**src/rtl/decade_onehot_decoder.sv**
```systemverilog
// decade_onehot_decoder
//   Watches the ten one-hot stage lines of a decade counter, turns the active
//   line back into a binary digit, checks that the counter only ever advances
//   one stage at a time, and counts completed decades (9 -> 0 wraps).
//
// Ports
//   clk           rising-edge clock
//   reset         synchronous, active-high reset (priority over everything)
//   q_in[9:0]     one-hot stage lines, asynchronous to clk
//   clear_err     synchronous clear of the sticky error flags
//   digit[3:0]    current decoded stage 0..9
//   digit_valid   digit is locked to a legal stage
//   step          one-cycle pulse on each legal +1 advance
//   carry         one-cycle pulse on a 9 -> 0 advance (coincides with step)
//   decade_count  carries since reset, wraps modulo 2^CARRY_WIDTH
//   err_onehot    sticky: sample had zero or several bits set
//   err_seq       sticky: legal sample was neither the same nor the next stage
module decade_onehot_decoder #(
  parameter int CARRY_WIDTH = 8
) (
  input  logic                   clk,
  input  logic                   reset,
  input  logic [9:0]             q_in,
  input  logic                   clear_err,
  output logic [3:0]             digit,
  output logic                   digit_valid,
  output logic                   step,
  output logic                   carry,
  output logic [CARRY_WIDTH-1:0] decade_count,
  output logic                   err_onehot,
  output logic                   err_seq
);

  typedef enum logic {ACQUIRE, TRACK} state_t;

  state_t     state;
  logic [9:0] q_p0;
  logic [9:0] q_p1;
  logic       legal;
  logic [3:0] idx;
  logic [3:0] nxt;

  function automatic logic [3:0] ones_count(input logic [9:0] v);
    logic [3:0] r;
    r = 4'd0;
    for (int i = 0; i < 10; i++) r = r + {3'b000, v[i]};
    return r;
  endfunction

  function automatic logic [3:0] onehot_index(input logic [9:0] v);
    logic [3:0] r;
    r = 4'd0;
    for (int i = 0; i < 10; i++)
      if (v[i]) r = 4'(i);
    return r;
  endfunction

  // Stage p0/p1: two-flop synchroniser; contents are discarded on reset so a
  // pending advance cannot leak past a mid-operation reset.
  always_ff @(posedge clk) begin
    if (reset) begin
      q_p0 <= 10'd0;
      q_p1 <= 10'd0;
    end else begin
      q_p0 <= q_in;
      q_p1 <= q_p0;
    end
  end

  always_comb begin
    legal = (ones_count(q_p1) == 4'd1);
    idx   = onehot_index(q_p1);
    nxt   = (digit == 4'd9) ? 4'd0 : digit + 4'd1;
  end

  // Stage p2: tracker state and registered outputs.
  // Error sets are written after the clear, so a same-cycle set wins.
  always_ff @(posedge clk) begin
    if (reset) begin
      state        <= ACQUIRE;
      digit        <= 4'd0;
      digit_valid  <= 1'b0;
      step         <= 1'b0;
      carry        <= 1'b0;
      decade_count <= '0;
      err_onehot   <= 1'b0;
      err_seq      <= 1'b0;
    end else begin
      step  <= 1'b0;
      carry <= 1'b0;
      if (clear_err) begin
        err_onehot <= 1'b0;
        err_seq    <= 1'b0;
      end
      case (state)
        ACQUIRE: begin
          // Power-up garbage is tolerated silently until a legal stage shows.
          if (legal) begin
            digit       <= idx;
            digit_valid <= 1'b1;
            state       <= TRACK;
          end
        end
        TRACK: begin
          if (!legal) begin
            err_onehot  <= 1'b1;
            digit_valid <= 1'b0;
            state       <= ACQUIRE;
          end else if (idx == digit) begin
            // holding on the current stage
          end else if (idx == nxt) begin
            digit <= idx;
            step  <= 1'b1;
            if (digit == 4'd9) begin
              carry        <= 1'b1;
              decade_count <= decade_count + CARRY_WIDTH'(1);
            end
          end else begin
            // Skip or backward move: flag it and resynchronise to the new stage.
            err_seq <= 1'b1;
            digit   <= idx;
          end
        end
        default: state <= ACQUIRE;
      endcase
    end
  end

endmodule

```
**config.mk**
```make
export PLATFORM = sky130hd
export DESIGN_NAME = decade_onehot_decoder
export DESIGN_NICKNAME = d
export VERILOG_FILES = /design/src/rtl/decade_onehot_decoder.sv
export SDC_FILE = /design/constraint.sdc
export NUM_CORES = 1
export LEC_CHECK = 0
export ABC_AREA = 1
export BUFFER_PORTS_ARGS = -buffer_cell sky130_fd_sc_hd__buf_2
export CORE_MARGIN = 8
export CORE_UTILIZATION = 38
export CTS_CLUSTER_SIZE = 8
export DETAILED_ROUTE_END_ITERATION = 10
export GPL_TIMING_DRIVEN = 0
export PLACE_DENSITY = 0.66
export RECOVER_POWER = 25
export SETUP_SLACK_MARGIN = 0.1
export SKIP_LAST_GASP = 1
export SYNTH_ARGS = -nofsm -noshare
export SYNTH_HDL_FRONTEND = slang
export SYNTH_SLANG_ARGS = --single-unit
```
**constraint.sdc**
```tcl
create_clock -name clk -period 3.94 [get_ports clk]
set_input_delay 0.394 -clock clk [delete_from_list [all_inputs] [get_ports clk]]
set_output_delay 0.394 -clock clk [all_outputs]
set_load 0.1 [all_outputs]
```
==> run_results.csv, run 1 <==
group,metric,value,unit
outcome,status,"complete, no violations",
detailed_routing,drc_errors,0,
critical_path,cpMostUsedCell,"fa_1",
layout,seqCellArea,766,sq um
critical_path,worstPathCellList,"fa_1, fa_1, inv_1, fa_1, inv_1, ha_2, inv_1, fa_1, o211a_1, nand2_4, nor2_2, nand3_2, nor2_4, buf_6, nand2_1, nand2_1, nor2_1",
critical_path,worst_path_max_delay_cell,"fa_1",
layout,final_cell_mix,"inv_1 (50), nand2_1 (50), nor2_1 (47)",
place,place_congestion,0.839,
layout,diodes,0,
global_routing,grt_max_degree,13,
critical_path,cp.required,4120,ps
detailed_routing,ant_nets,0,
detailed_routing,via_per_inst,4.34,
clocking,insertion_delay,280,ps
sta,drv_slew,0,
critical_path,max_stage_delay,510,ps
yosys,yosys_warnings,0,
power_and_ir_drop,p_leak,1.13,nW
yosys,synth_flop_cell,"dfxtp_1",
die,die_x,85.2,microns
sta,finalSetupViolCount,0,
sta,fmax,0.273,GHz
job,max_cap_viol_count,0,
layout,nets,314,
sta,relSlewSlack,67.3,%
layout,multi_input_area,853,sq um
critical_path,crit_type,"flop to flop",
yosys,yosysUniqueCellTypes,27,
clocking,cts_buffers,5,
critical_path,worstPathArrival,3840,ps
yosys,syn_area_per_cell,7.25,sq um
critical_path,crit_fanout,10,
sta,tns,0,ps
clocking,htree_levels,2,
yosys,synth_edf_count,0,
clocking,cts_root_buf,"clkbuf_8",
min_path,hold_class,"input port to flop",
die,chipHeight,85.2,microns
place,io_buffers,28,
critical_path,end_kind,"flop",
detailed_routing,via_count,1496,
yosys,ys_ff_latch,38,
layout,syn_to_final_growth,19.4,%
die,dieArea,0.00726,sq mm
global_routing,grt_pass1_vias,1438,
detailed_routing,wirelength,3320,microns
detailed_routing,drtPass1Iterations,4,
sta,tightest_slew,493,ps
layout,layout-drive-gt1-share,19.9,%
global_routing,overflow,0,
global_routing,antenna_found_initial,0,
layout,utilization,46.6,%
die,initial_core_util,39.1,%
sta,holdWs,306,ps
yosys,synth_area,0.00182,sq mm
global_routing,grt_usage,9.95,%
place,hpwl,2570,microns
power_and_ir_drop,power_per_cell_area,551,mW/mm^2
detailed_routing,drtIter0Drc,44,
sta,rsz0062_at_grt,"true",
clocking,clockBufferDepth,2,
clocking,clk_pin_slew,70,ps
clocking,clock_sinks,38,
clocking,cts_tree,"done",
yosys,synth_nets,275,
sta,period_minus_slack,3660,ps
power_and_ir_drop,ir_drop,343,uV
global_routing,grt_pass1_wl,6000,microns
power_and_ir_drop,total_power,1.20,mW
sta,finClkSkew,4.92,ps
sta,post-route-period-util,92.9,%
critical_path,start_kind,"flop",
die,rows,25,
layout,nFillCells,467,
detailed_routing,wire_per_inst,9.63,microns
yosys,syn_inst,251,
die,io_pins,30,
sta,hold_viol,0,
yosys,synthArstFlopShare,0,%
yosys,synth-seq-area-share,41.8,%
die,core_area,0.00466,sq mm
routing by layer:
layer  wire [microns]  share of wire, %  track usage (%)  vias up
met5                0                 0                0        -
met4               29              0.87             4.37        0
met3              134               4.0             2.99        2
met2             1420                43             15.1       21
met1             1740                52             12.7      646
li1                 -                 -                -      827
cell families after synthesis:
| group | share of synthesized area (%) |
|---|---|
| and+or+nand+nor | 30.0 |
| buffers and inverters | 12.2 |
| DFF | 41.8 |
| AOI/OAI and AO/OA | 4.60 |
| adders and majority gates | 10.0 |
| xor gates and xnor gates | 1.44 |
where the power goes:
part | internal [mW] | leakage (nW) | switching, mW
registers | 0.421 | 0.313 | 0.0430
logic | 0.121 | 0.771 | 0.343
clock network | 0.140 | 0.0472 | 0.130
flip-flops by register name, indices dropped and copies added (netlist names):
name	count
err_onehot	1
q_p1	10
err_seq	1
digit_valid	1
state	1
q_p0	10
step	1
decade_count	8
digit	4
carry	1
cell usage after synthesis, drive strengths merged, types with 3 or more instances:
master / n / area share, %
inv: 52 / 11
nor3: 3 / 1.1
nor2: 51 / 11
a21oi: 10 / 2.7
nand4: 3 / 1.0
dfxtp: 38 / 42
nand2: 51 / 11
clkbuf: 3 / 0.62
nand3: 16 / 4.9
o21ai: 3 / 0.82
ha: 5 / 3.4
fa: 6 / 6.6
critical path: cells and delay by family (launching register included):
family	cells	cell delay [ps]
AOI/OAI and AO/OA	1	170
adders and majority gates	5	2070
buffers and inverters	4	320
DFF	1	340
and+or+nand+nor	7	660
final cells by class:
class	instances	area share (%)
timing repair buffer	32	7.83
clock inverter	2	0.576
buffer	5	1.21
multi-input combinational	156	39.3
inverter	52	8.98
tap	54	3.11
clock buffer	6	3.80
sequential	38	35.2
final timing paths:
check | cells after the start | start | slack (ps) | endpoint
max reg2reg | 17 | q_p1[7] | 280 | decade_count[0]
max | 17 | q_p1[7] | 280 | decade_count[0]
min | 3 | q_in[1] | 310 | q_p0[1]
min reg2reg | 2 | q_p0[9] | 400 | q_p1[9]
through the flow:
step | setup slack [ps] | std cells | instance area, sq um
after floorplan | 437 | 251 | 1820
after global placement | 225 | 333 | 2030
after detailed placement | 180 | 333 | 2030
after CTS | 170 | 341 | 2120
after global routing | 78.9 | 345 | 2170
final | 280 | 345 | 2170
timing repair:
action | CTS | global route
hold buffers | 0 | 0
gates resized for setup | 0 | 9
setup endpoints to repair | 0 | 12
buffers inserted | 0 | 4
hold endpoints to repair | 0 | 0
Note: power is estimated with default switching activity, not from simulation.
==> inputs of run 2 (changes only) <==
Settings changed: CORE_UTILIZATION 38 to 50, CTS_CLUSTER_DIAMETER set to 120, PLACE_DENSITY 0.66 to 0.8.
Clock period 3.94 ns to 4.6 ns, I/O delays scaled along.
==> run 2 against run 1 <==
  * Clock power fell by 35%
  * Fmax fell by 4.6%
  * Sequential share of layout area rose by 1.3 points
  * Sequential cell count did not move
  * Cell count fell by 2.9%
  * Register-to-register slack improved by 480 ps
  * Via count rose by 1.7%
  * Global-route usage rose by 2.6 points
  * Total power fell by 20%
  * Sequential power fell by 14%
  * Count of clock-buffer cells in the layout rose by 1
  * Setup slack improved by 480 ps
==> run_results.csv, run 2 (synthesis gave the netlist of run 1 again) <==
group,metric,value,unit
outcome,status,"complete, no violations",
layout,reg.largest.list,"q_p0 x10, q_p1 x10, decade_count x8",
clocking,clock_sinks,38,
place,hpwl,2660,microns
sta,finalSetupViolCount,0,
detailed_routing,wire_per_inst,10.2,microns
die,core_area,0.00358,sq mm
detailed_routing,via_count,1521,
detailed_routing,drc_errors,0,
clocking,cts_resized,0,
critical_path,crit_fanout,8,
die,rows,22,
place,postPlaceCellArea,0.00202,sq mm
layout,final_common_cell,"nand2_1",
layout,final_cell_mix,"nand2_1 (51), inv_1 (50), nor2_1 (48)",
layout,nFillCells,350,
clocking,cts_tree,"done",
global_routing,overflow,0,
layout,layout-drive-gt1-share,15.7,%
layout,syn_to_final_growth,14.3,%
detailed_routing,wirelength,3410,microns
layout,multi_input_area,838,sq um
sta,relSlewSlack,67.5,%
global_routing,antenna_found_initial,0,
critical_path,end_kind,"flop",
sta,hold_viol,0,
die,io_pins,30,
power_and_ir_drop,p_leak,1.10,nW
sta,rsz0062_at_grt,"false",
die,initial_core_util,50.9,%
sta,finClkSkew,6.89,ps
clocking,postCtsHoldBufs,0,
detailed_routing,via_per_inst,4.54,
global_routing,grt_max_degree,12,
power_and_ir_drop,total_power,0.963,mW
die,die_x,76.3,microns
global_routing,met3_usage,2.95,%
clocking,cts_setup_buffers,0,
sta,fmax,0.261,GHz
clocking,clockBufferDepth,2,
critical_path,cp.required,4830,ps
detailed_routing,drtIter0Drc,59,
min_path,hold_class,"input port to flop",
die,chipHeight,76.3,microns
detailed_routing,ant_nets,0,
global_routing,top_usage_layer,"met2",
clocking,htree_levels,2,
clocking,cts_buffers,5,
global_routing,grt_usage,12.6,%
clocking,cts_root_buf,"clkbuf_4",
power_and_ir_drop,power_per_cell_area,463,mW/mm^2
place,dpl.cell_count,327,
layout,diodes,0,
layout,final_cells,335,
sta,timing.final.ws_setup,762,ps
critical_path,worstPathArrival,4070,ps
place,place_congestion,0.806,
die,dieArea,0.00583,sq mm
sta,tightest_slew,491,ps
clocking,insertion_delay,330,ps
global_routing,use_met2,21.0,%
layout,finalInstanceArea,0.00208,sq mm
sta,period_minus_slack,3840,ps
global_routing,grt_pass1_wl,6270,microns
place,post-place-ws,769,ps
sta,drv_slew,0,
sta,tns,0,ps
sta,post-route-period-util,83.4,%
layout,nets,310,
critical_path,crit_type,"flop to flop",
global_routing,grt_pass1_vias,1469,
global_routing,use_met1,15.3,%
job,max_cap_viol_count,0,
clocking,clk_pin_slew,110,ps
power_and_ir_drop,ir_drop,382,uV
detailed_routing,drtPass1Iterations,4,
critical_path,start_kind,"flop",
place,io_buffers,28,
layout,seqCellArea,761,sq um
run 2: final timing paths:
path | start | slack (ps) | cells past startpoint | to
worst max-delay path | q_p1[1] | 760 | 16 | digit[3]
worst min-delay path | q_in[0] | 330 | 3 | q_p0[0]
worst max register to register | q_p1[1] | 760 | 16 | digit[3]
worst min register to register | q_p0[5] | 410 | 2 | q_p1[5]
run 2: where the power goes:
part | switching, mW | internal [mW]
combinational | 0.292 | 0.0970
clock | 0.102 | 0.0741
sequential | 0.0372 | 0.360
total | 0.432 | 0.531
run 2: critical path, cell delays in order (launching register included):
cell	delay [ps]
dfxtp_1	390
fa_1	470
fa_1	530
inv_1	50
fa_1	470
inv_1	40
ha_1	180
inv_1	70
fa_1	420
o211a_1	120
nand2_1	170
inv_1	100
or2_2	280
nand3b_1	240
nand2_1	90
nand2_1	70
nor2_1	40
run 2: through the flow:
step | hold slack, ps | utilization [%]
after floorplan | 388 | -
after global placement | 392 | 56.5
after detailed placement | 393 | 56.5
after CTS | 316 | 58.1
after global routing | 317 | 58.1
final | 325 | 58.1
run 2: final cells by class:
type                            instances  share of cell area (%)
Buffer                                  5                    1.26
Clock buffer                            7                    2.65
Clock inverter                          1                   0.241
Inverter                               52                    9.38
Multi-Input combinational cell        156                    40.3
Sequential cell                        38                    36.6
Tap cell                               48                    2.89
Timing Repair Buffer                   28                    6.73
run 2: routing by layer:
layer	vias up	wire, microns
li1	816	-
met1	677	1690
met2	26	1590
met3	2	98
met4	0	35
met5	-	0
==> inputs of run 3 (changes only) <==
Clock period 4.6 ns to 3.9 ns, I/O delays scaled along.
==> run 3 against run 2 <==
  * Critical path depth up 1
  * Hold slack worse by 72 ps
  * Highest routed layer unchanged
  * Clock power up 18%
  * Sequential share of layout area down 1.4 points
  * Largest cell class unchanged
  * Critical endpoint is now decade_count[6]
  * Sequential cell count unchanged
==> run_results.csv, run 3 (synthesis gave the netlist of run 1 again) <==
group,metric,value,unit
die,initial_core_util,50.9,%
power_and_ir_drop,p_switching,0.529,mW
clocking,clockBufferDepth,2,
die,core_area,0.00358,sq mm
sta,drv_slew,0,
job,max_cap_viol_count,0,
layout,layout-drive-gt1-share,21.0,%
layout,finalInstanceArea,0.00217,sq mm
sta,tightest_slew,491,ps
layout,final_common_cell,"nand2_1",
critical_path,max_stage_delay,540,ps
min_path,hold_class,"input port to flop",
die,die_x,76.3,microns
layout,utilization,60.6,%
detailed_routing,via_count,1562,
detailed_routing,ant_nets,0,
critical_path,worstPathCellList,"fa_1, fa_1, inv_2, fa_1, inv_1, ha_2, inv_2, fa_1, o211a_1, nand2_4, nor2_2, nand3_2, nor2_4, buf_4, nand3_1, nand2_1, nor2_1",
place,io_buffers,28,
min_path,min_from,"q_in[0]",
critical_path,worst_path_max_delay_cell,"fa_1",
place,postPlaceCellArea,0.00202,sq mm
power_and_ir_drop,ir_drop,449,uV
sta,finalSetupViolCount,0,
sta,fmax,0.267,GHz
sta,rsz0062_at_grt,"true",
clocking,cts_buffers,5,
sta,hold_viol,0,
die,dieArea,0.00583,sq mm
detailed_routing,drtIter0Drc,77,
place,hpwl,2660,microns
detailed_routing,wirelength,3650,microns
critical_path,crit_type,"flop to flop",
clocking,insertion_delay,330,ps
critical_path,path_buf_inv,4,
layout,reg.largest.list,"q_p0 x10, q_p1 x10, decade_count x8",
layout,nFillCells,339,
die,io_pins,30,
sta,finClkSkew,4.83,ps
layout,multi_input_area,863,sq um
clocking,clock_sinks,38,
clocking,cts_root_buf,"clkbuf_4",
power_and_ir_drop,power_per_cell_area,540,mW/mm^2
clocking,htree_levels,2,
layout,nets,318,
sta,period_minus_slack,3750,ps
global_routing,antenna_found_initial,0,
die,chipHeight,76.3,microns
global_routing,overflow,0,
power_and_ir_drop,seq_power_share,40.1,%
global_routing,grt_pass1_wl,6270,microns
place,place_congestion,0.806,
critical_path,worstPathArrival,3990,ps
power_and_ir_drop,p_leak,1.14,nW
detailed_routing,drtPass1Iterations,4,
layout,diodes,0,
power_and_ir_drop,p_int,0.642,mW
critical_path,crit_fanout,5,
critical_path,critPathTopFamily,"adder cells",
layout,final_cell_mix,"nand2_1 (50), inv_1 (47), nor2_1 (47)",
power_and_ir_drop,power.share.clock,17.8,%
clocking,clk_pin_slew,110,ps
detailed_routing,via_per_inst,4.55,
layout,syn_to_final_growth,19.1,%
critical_path,ff2ff_setup_slack,150,ps
clocking,postCtsHoldBufs,0,
sta,holdWs,254,ps
min_path,min_delay_path_depth,3,
critical_path,end_kind,"flop",
clocking,cts_tree,"done",
critical_path,r2r-end,"decade_count[6]",
sta,post-route-period-util,96.2,%
layout,seqCellArea,763,sq um
outcome,status,"complete, no violations",
die,rows,22,
power_and_ir_drop,pwr-share-comb,42.1,%
detailed_routing,wire_per_inst,10.6,microns
global_routing,grt_pass1_vias,1469,
critical_path,rr_worst_depth,17,
critical_path,cp.required,4140,ps
global_routing,grt_max_degree,12,
min_path,min_to,"q_p0[0]",
critical_path,start_kind,"flop",
sta,relSlewSlack,67.5,%
critical_path,r2r_start,"q_p1[3]",
detailed_routing,drc_errors,0,
critical_path,cpMostUsedCell,"fa_1",
power_and_ir_drop,sw_frac_of_total,45.1,%
global_routing,grt_usage,12.6,%
==> run 3: per-layer routing <==
| metal | global-route usage [%] | vias to the layer above | share of wire (%) |
|---|---|---|---|
| met4 | 4.62 | 0 | 1.3 |
| met3 | 2.95 | 4 | 3.4 |
| met1 | 15.3 | 698 | 48 |
| met2 | 21.0 | 28 | 48 |
| met5 | 0 | - | 0 |
| li1 | - | 832 | - |
==> run 3: worst min-delay path: cells and delay by family <==
kind          cells  cell delay [ps]
buf+inv           2              100
simple gates      1               60
==> run 3: cell type report <==
cell class                 count  area share (%)
multi-input combinational    156            39.8
buffer                         5            1.21
inverter                      52            9.00
clock inverter                 1           0.231
clock buffer                   7            2.54
tap                           48            2.77
sequential                    38            35.2
timing repair buffer          36            9.23
==> run 3: power groups by stage <==
| stage | combinational, mW | sequential [mW] | clock (mW) |
|---|---|---|---|
| global placement | 0.448 | 0.475 | 0 |
| floorplan | 0.213 | 0.640 | 0 |
| global route | 0.544 | 0.477 | 0.231 |
| CTS | 0.463 | 0.467 | 0.213 |
| detailed placement | 0.459 | 0.477 | 0 |
| finish | 0.493 | 0.470 | 0.208 |
==> run 3: through the flow <==
stage                     cells  power, mW  TNS [ps]  setup WS (ps)
after global placement      327      0.923         0            193
after global routing        343       1.25     -54.5          -28.3
final                       343       1.17         0            149
after detailed placement    327      0.936         0           69.0
after CTS                   335       1.14         0            103
after floorplan             251      0.854         0            397
==> run 3: worst max path at each step <==
| stage | from | endpoint | slack [ps] | depth (start not counted) |
|---|---|---|---|---|
| global route | q_p1[3] | decade_count[6] | -30 | 17 |
| finish | q_p1[3] | decade_count[6] | 150 | 17 |
| floorplan | q_p1[0] | digit[0] | 400 | 16 |
| CTS | q_p1[0] | digit[3] | 100 | 16 |
| global placement | q_p1[0] | digit[3] | 190 | 16 |
| detailed placement | q_p1[1] | digit[3] | 70 | 16 |
==> run 3: repair_timing <==
action                     CTS  global route
setup endpoints to repair    8            12
setup buffers                0             7
pin swaps                    1            12
hold endpoints to repair     0             0
gates resized for setup      2            10
gates cloned                 0             1
